### config.mk
export PLATFORM = sky130hd
export DESIGN_NAME = m_seg_scan_ctrl
export DESIGN_NICKNAME = d
export VERILOG_FILES = /design/src/rtl/m_seg_scan_ctrl.sv
export SDC_FILE = /design/constraint.sdc
export NUM_CORES = 1
export LEC_CHECK = 0
export ABC_AREA = 1
export CORE_UTILIZATION = 50
export DETAILED_ROUTE_END_ITERATION = 12
export GPL_ROUTABILITY_DRIVEN = 1
export PLACE_DENSITY_LB_ADDON = 0.05
export SKIP_LAST_GASP = 1
export SLEW_MARGIN = 20
export SYNTH_ARGS = -nofsm -noshare
export SYNTH_HDL_FRONTEND = slang
export SYNTH_SLANG_ARGS = --single-unit
### constraint.sdc
create_clock -name clk -period 1.5 [get_ports clk]
set_input_delay 0.225 -clock clk [delete_from_list [all_inputs] [get_ports clk]]
set_output_delay 0.225 -clock clk [all_outputs]
set_load 0.02 [all_outputs]
### src/rtl/m_seg_scan_ctrl.sv
// ---------------------------------------------------------------------------
// m_seg_scan_ctrl
//
// Multiplexed 8-digit 7-segment scan controller. A 32-bit word is loaded into
// a shadow register and moved to the displayed register only when the scan
// wraps from the last digit back to digit 0, so a frame never shows a mix of
// old and new nibbles.
//
// Parameters
//   CLK_DIV    : clk cycles per digit slot (1 .. 2**20)
//   NUM_DIGITS : number of digits, fixed at 8
//
// Ports
//   clk       in   1  system clock, rising edge
//   rst_n     in   1  asynchronous active-low reset
//   value     in  32  word to display
//   load      in   1  one-cycle strobe, captures value into the shadow register
//   hex_num   out  4  nibble of the digit currently enabled
//   digit_an  out  8  active-low digit enables (one-hot-low)
//   pending   out  1  a loaded word is waiting for the next frame boundary
//   frame_upd out  1  one-cycle pulse when a new word starts being displayed
//
// Configuration
//   LEADING_ZERO_BLANK_EN : when defined, leading zero digits (other than
//                           digit 0) are switched off; scan timing unchanged.
// ---------------------------------------------------------------------------
module m_seg_scan_ctrl #(
    parameter int CLK_DIV    = 50000,
    parameter int NUM_DIGITS = 8
) (
    input  logic                  clk,
    input  logic                  rst_n,
    input  logic [31:0]           value,
    input  logic                  load,
    output logic [3:0]            hex_num,
    output logic [NUM_DIGITS-1:0] digit_an,
    output logic                  pending,
    output logic                  frame_upd
);

    localparam int              DIV_W    = (CLK_DIV > 1) ? $clog2(CLK_DIV) : 1;
    localparam logic [DIV_W-1:0] DIV_LAST = DIV_W'(CLK_DIV - 1);

    logic [DIV_W-1:0]      div_cnt_q,   div_cnt_d;
    logic [2:0]            digit_idx_q, digit_idx_d;
    logic [31:0]           shadow_q,    shadow_d;
    logic [31:0]           disp_q,      disp_d;
    logic                  pending_q,   pending_d;
    logic                  frame_upd_q, frame_upd_d;

    logic                  tick;
    logic                  frame_end;
    logic [NUM_DIGITS-1:0] an_onehot;

    // Next-state logic.
    // NOTE: every signal gets a default at the top of the block so no path can
    // leave it unassigned, which is what would otherwise infer a latch.
    always_comb begin
        div_cnt_d   = div_cnt_q;
        digit_idx_d = digit_idx_q;
        shadow_d    = shadow_q;
        disp_d      = disp_q;
        pending_d   = pending_q;
        frame_upd_d = 1'b0;

        // With CLK_DIV == 1 the counter is stuck at 0 == DIV_LAST, so tick is
        // high every cycle.
        tick      = (div_cnt_q == DIV_LAST);
        frame_end = tick && (digit_idx_q == 3'd7);

        if (tick) begin
            div_cnt_d   = '0;
            digit_idx_d = digit_idx_q + 3'd1;
        end else begin
            div_cnt_d   = div_cnt_q + 1'b1;
        end

        // Transfer happens on the same edge that moves the scan to digit 0,
        // so the new word is shown from the first digit of the next frame.
        if (frame_end && pending_q) begin
            disp_d      = shadow_q;
            pending_d   = 1'b0;
            frame_upd_d = 1'b1;
        end

        // A load in the transfer cycle is ordered after the transfer: the old
        // shadow goes to the display and the new word stays pending.
        if (load) begin
            shadow_d  = value;
            pending_d = 1'b1;
        end
    end

    // NOTE: state registers use non-blocking assignments so all of them sample
    // the pre-edge values computed above, independent of statement order.
    always_ff @(posedge clk or negedge rst_n) begin
        if (!rst_n) begin
            div_cnt_q   <= '0;
            digit_idx_q <= 3'd0;
            shadow_q    <= 32'h0;
            disp_q      <= 32'h0;
            pending_q   <= 1'b0;
            frame_upd_q <= 1'b0;
        end else begin
            div_cnt_q   <= div_cnt_d;
            digit_idx_q <= digit_idx_d;
            shadow_q    <= shadow_d;
            disp_q      <= disp_d;
            pending_q   <= pending_d;
            frame_upd_q <= frame_upd_d;
        end
    end

    // Outputs are decoded from registered state only; value/load never reach
    // them combinationally.
    always_comb begin
        hex_num   = disp_q[{digit_idx_q, 2'b00} +: 4];
        an_onehot = ~(NUM_DIGITS'(1) << digit_idx_q);
    end

`ifdef LEADING_ZERO_BLANK_EN
    logic [NUM_DIGITS-1:0] blank;

    // Digit i (i > 0) is blanked when it and every more significant nibble
    // are zero. Digit 0 always stays lit so a zero word still shows "0".
    always_comb begin
        blank = '0;
        for (int i = 1; i < NUM_DIGITS; i++) begin
            blank[i] = ((disp_q >> (4 * i)) == 32'h0);
        end
        digit_an = an_onehot | blank;
    end
`else
    always_comb begin
        digit_an = an_onehot;
    end
`endif

    assign pending   = pending_q;
    assign frame_upd = frame_upd_q;

endmodule

==> flow_summary.ini <==
[global_routing]
antenna_found_initial = 0
track_usage_pct = 25.6
grt_overflow_total = 0
grt_pass1_wl_um = 16500
grt_start_max_net_pins = 34
grt_pass1_vias = 3437

[worst_setup_path]
cp_max_fo = 5
worstSetupEndpointType = output port
cpMaxStageDelayCell = dfrtp_2
max_stage_delay_ps = 450
required_ps = 1270
crit_type = reg -> out
critPathArrivalTime_ps = 1610
cp_cell_sequence = buf_2 -> o21ai_1 -> o22ai_1 -> nand2_1 -> nand2_2 -> buf_6
startpoint_type = flop

[sta]
hold_violations = 0
final_max_slew_viol_count = 0
slew_headroom_pct = 74.0
setup_violations = 50
fin_ws_ps = -339
grt_setup_unrepaired = true
finalCritPeriodShare_pct = 123
tightest_slew_ps = 390
tns_ps = -8280
min_period_ps = 1840
fmax_mhz = 544
worst_clock_skew_ps = 12.6

[clock_network]
cts_max_level = 3
clock_latency_ps = 360
cts_tree = built
clockBufferDepth = 2
path_clk_slew_ps = 100
clock-root-buffer = clkbuf_8
numCtsBuffers = 9
clock-sinks = 85

[placed_design]
dpl_worst_slack_ps = -382
dpl.hpwl_um = 6300
port_buffers = 48
placed_area_um2 = 4800
globalplace.congestion = 0.885

[logic_synthesis]
yosysWarnings = 0
yosysSeqAreaShare_pct = 53.1
synth_area_per_cell_um2 = 8.20
synth_edf_count = 0
async_flop_share_pct = 100
synth_top_flop_cell = dfrtp_1
yosysMostFrequentCell = nand2_1
ys_types = 25
syn_nets = 530
synth_cells = 488
yosysTopAreaCell = dfrtp_1
ys_seq_elements = 85
synth_area_um2 = 4000
netlist_top_cells_area = dfrtp_1, nand2_1, nand4_1
ys_top_cells_by_count = nand2_1, dfrtp_1, nor2_1
netlist.area_leader.share_pct = 53.1

[routing]
vias_per_cell = 5.28
drt-pass1-iter-count = 5
drc = 0
drtIter0Drc = 322
dr_total_vias = 3679
wirelength_um = 11200
wl_per_cell_um = 16.0
ant_nets = 0

[floorplanning]
die_w_um = 91.5
die-area_um2 = 8370
start_util_pct = 51.8
coreArea_um2 = 7730
rows = 32
die_h_um = 91.5
io_pins = 49

[finish]
diodes = 0
fillers = 577
fin_util_pct = 73.4
nNetsFinal = 632
area_growth_pct = 41.7
drive_gt1_share_pct = 26.1
fin_area_um2 = 5670

[worst_hold_path]
hold_class = in -> async

[pwr]
p_per_area_nw_per_um2 = 752
p_leak_nw = 2.92
ir_worst_vdd_uv = 823
power_mw = 4.27

[run_status]
outcome = complete, but fails checks
violations = negative setup slack

[flow_run]
maxCapViolations = 0
==> area by class of cell <==
class	instances	area, um2	area share, %
inverters	29	116	2.05
clock inverters	7	66.3	1.17
flip-flops and latches	85	2130	37.5
multi-input cells	349	1840	32.5
well taps	102	128	2.25
clock buffers	9	124	2.18
repair buffers	116	1270	22.3
==> metrics by stage <==
| step | hold slack (ps) | cells |
|---|---|---|
| 2_1_floorplan | -70.6 | 488 |
| 3_3_place_gp | 170 | 650 |
| 3_5_place_dp | 176 | 650 |
| 4_1_cts | 331 | 674 |
| 5_1_grt | 352 | 697 |
| 6_report | 320 | 697 |
==> cell families (layout without fill, tap and decap cells) <==
kind of cell,count (synthesis),after routing,share of synthesized area [%]
simple gates,302,302,32.0
fa+ha+maj,7,7,2.19
compound gates,33,33,4.50
flops,85,85,53.1
buf+inv,54,161,6.66
xor+xnor,7,7,1.53
==> layer usage <==
| layer | up-vias | global-route usage (%) | wire, um |
|---|---|---|---|
| li1 | 1763 | - | - |
| met1 | 1742 | 35.5 | 4830 |
| met2 | 142 | 40.6 | 5310 |
| met3 | 32 | 3.60 | 691 |
| met4 | 0 | 9.79 | 337 |
| met5 | - | 0 | 0 |
==> worst max-delay path: cells and delay by family, from the launching register on <==
kind                   cells  cell delay (ps)
AO/OA/AOI/OAI              2              290
flip-flops                 1              450
AND/OR/NAND/NOR            2              200
buffers and inverters      2              320
==> worst paths after layout <==
check / from / end / slack [ps] / cells past startpoint
worst max-delay path: digit_idx_q[0] / hex_num[1] / -340 / 6
worst min-delay path: rst_n / div_cnt_q[12] / 320 / 2
worst max register to register: digit_idx_q[0] / disp_q[19] / -190 / 8
worst min register to register: shadow_q[18] / shadow_q[18] / 470 / 2
max in group asynchronous: rst_n / shadow_q[17] / 670 / 3
min in group clk: value[19] / shadow_q[19] / 390 / 3
==> placed cells by master, fill, tap and decap left out, types with 2 or more instances in the layout <==
cell / Yosys / routed
nor2_1: 39 / 26
inv_8: 0 / 3
o21ai_0: 17 / 2
inv_6: 0 / 2
a21oi_1: 2 / 2
dfrtp_2: 0 / 2
inv_2: 1 / 5
xor2_1: 7 / 7
nand2_2: 1 / 6
nor3_1: 5 / 4
o21bai_1: 2 / 2
buf_12: 0 / 7
nand3_1: 8 / 8
nor2_2: 1 / 9
clkinvlp_4: 0 / 2
dlygate4sd2_1: 0 / 2
nor2_4: 2 / 7
buf_6: 7 / 23
clkbuf_16: 0 / 4
nand2_1: 210 / 204
o22ai_1: 8 / 3
ha_4: 0 / 5
o21ai_2: 0 / 10
clkbuf_8: 0 / 9
o22ai_2: 0 / 5
buf_8: 0 / 3
nand4_1: 33 / 33
dfrtp_1: 85 / 83
inv_4: 0 / 3
buf_4: 0 / 40
inv_1: 26 / 21
clkdlybuf4s50_1: 0 / 33
o21ai_1: 4 / 8
==> timing repair <==
| action | in CTS | in global routing |
|---|---|---|
| setup buffers | 4 | 15 |
| pin swaps | 5 | 31 |
| gates cloned | 3 | 9 |
| gates resized for setup | 79 | 100 |
| hold buffers | 1 | 0 |
| setup endpoints to repair | 48 | 54 |
| hold endpoints to repair | 24 | 0 |
==> sequential cells by signal (all words and copies together), names as in the netlist <==
| signal | flops |
|---|---|
| shadow_q | 32 |
| frame_upd | 1 |
| disp_q | 32 |
| div_cnt_q | 16 |
| pending | 1 |
| digit_idx_q | 3 |
==> power by group <==
part	total (mW)	switching (mW)	internal (mW)
Clock	1.59	0.945	0.648
Combinational	0.262	0.129	0.133
Sequential	2.41	0.0441	2.37
Note: power is estimated with default switching activity, not from simulation.
==> variant, RTL diff (same flow settings) <==
The output `frame_upd` loses its register stage (`frame_upd_q` becomes a continuous assignment).
--- a/src/rtl/m_seg_scan_ctrl.sv
+++ b/src/rtl/m_seg_scan_ctrl.sv
@@ -100,16 +100,16 @@
             shadow_q    <= 32'h0;
             disp_q      <= 32'h0;
             pending_q   <= 1'b0;
-            frame_upd_q <= 1'b0;
         end else begin
             div_cnt_q   <= div_cnt_d;
             digit_idx_q <= digit_idx_d;
             shadow_q    <= shadow_d;
             disp_q      <= disp_d;
             pending_q   <= pending_d;
-            frame_upd_q <= frame_upd_d;
         end
     end
+
+    assign frame_upd_q = frame_upd_d;
 
     // Outputs are decoded from registered state only; value/load never reach
     // them combinationally.
Check against the original RTL: no difference found for any inputs over 10 cycles, from zero or initial values and one cycle with rst_n low; that may be too few to reach the edited logic, so the function may still have changed.
==> variant against the unedited design <==
The flow still finishes with violations (negative setup slack). Area after synthesis fell by 0.63%. Total power rose by 1.6%. Cell area fell by 0.22%. Fmax rose by 3.2%. Worst setup slack improved by 0.057 ns. Wire length fell by 11%. Critical path type unchanged. Sequential cell count fell by 1.
==> variant: results (changes against the unedited design) <==
stage;metric;value;unit;change
synthesis;synth_commonest_cells;210 x nand2_1, 84 x dfrtp_1, 39 x nor2_1, 33 x nand4_1, 26 x inv_1;;was 210 x nand2_1, 85 x dfrtp_1, 39 x nor2_1, 33 x nand4_1, 26 x inv_1
placement;pre_cts_ws;-0.430;ns;was -0.382 ns
outcome;failed_checks;negative setup slack;;unchanged
placement;hpwl;6190;um;was 6300 um
power;p_leak;0.00291;uW;was 0.00292 uW
worst_setup_path;worst-path-max-fanout;9;;was 5
routing;via_count;3499;;was 3679
synthesis;syn_nets;529;;was 530
routing;drtPass1Iterations;4;;was 5
outcome;outcome;finished with violations;;unchanged
routing;avgRoutedWirePerCell;14.2;um;was 16.0 um
layout;drive_gt1_frac;0.255;;was 0.261
synthesis;yosys-top-cells-area;dfrtp_1 53%, nand2_1 20%, nand4_1 5.2%, nor2_1 3.7%, inv_1 2.5%;;was dfrtp_1 53%, nand2_1 20%, nand4_1 5.2%, nor2_1 3.7%, inv_1 2.4%
global_routing;grt_pass1_vias;3351;;was 3437
global_routing;grt_pass1_wl;16300;um;was 16500 um
placement;gp_congestion;0.880;;was 0.885
worst_setup_path;cp_data_arrival_time;1.56;ns;was 1.61 ns
synthesis;ys_seq_area_frac;0.528;;was 0.531
sta;fin_setup_tns;-6.44;ns;was -8.28 ns
power;intPower;3270;uW;was 3150 uW
sta;clock_skew;0.0120;ns;was 0.0126 ns
global_routing;track_usage;0.252;;was 0.256
sta;setup_ws;-0.281;ns;was -0.339 ns
sta;setup_viol;52;;was 50
routing;drt_iter0_markers;240;;was 322
sta;worstMarginPinSlew;0.498;ns;was 0.390 ns
## variant: through the flow
stage / cell area (sq um) / instances
floorplan: 3980 / 487
finish: 5660 / 695
CTS: 5470 / 690
global placement: 4880 / 660
detailed placement: 4880 / 660
global route: 5660 / 695
## variant: kinds of logic (layout without fill, tap and decap cells)
logic type,Yosys count,in the layout,synth area share
AOI/OAI and AO/OA,33,33,0.0453
xor gates and xnor gates,7,7,0.0154
adders and majority gates,7,7,0.0220
buffers and inverters,54,160,0.0670
DFF,84,84,0.528
and+or+nand+nor,302,302,0.322
## variant: layout make-up
class / count / area share
Clock buffer: 9 / 0.0219
Tap cell: 102 / 0.0225
Timing Repair Buffer: 115 / 0.218
Inverter: 29 / 0.0210
Clock inverter: 7 / 0.0146
Multi-Input combinational cell: 349 / 0.330
Sequential cell: 84 / 0.372
## variant: routing by layer
metal / GRT usage / routed length [um]
met5: 0 / 0
met4: 0.111 / 259
met3: 0.0427 / 387
met2: 0.401 / 4740
met1: 0.340 / 4520
## variant: timing repair
action / CTS / global route
pin swaps: 28 / 28
setup buffers: 7 / 7
endpoints found under the setup margin: 48 / 56
hold buffers: 1 / 0
gates cloned: 6 / 0
gates resized for setup: 117 / 56
endpoints found under the hold margin: 27 / 0
## variant: path summary, 6_finish.rpt
kind                           startpoint      endpoint  slack, ns  cells past startpoint
min reg2reg                  shadow_q[25]  shadow_q[25]       0.48                      2
min in group clk                value[20]  shadow_q[20]       0.39                      3
max in group asynchronous           rst_n  shadow_q[24]       0.65                      3
min                                 rst_n  div_cnt_q[8]       0.33                      2
max                        digit_idx_q[0]    hex_num[2]      -0.28                      7
max reg2reg                  div_cnt_q[1]    disp_q[28]      -0.18                     10
## variant: power by group through the flow
stage | registers, uW | clock network, uW | logic [uW]
CTS | 2380 | 1730 | 265
floorplan | 2410 | 0 | 87.7
detailed placement | 2430 | 0 | 261
global placement | 2430 | 0 | 257
finish | 2380 | 1690 | 257
global route | 2390 | 1830 | 291
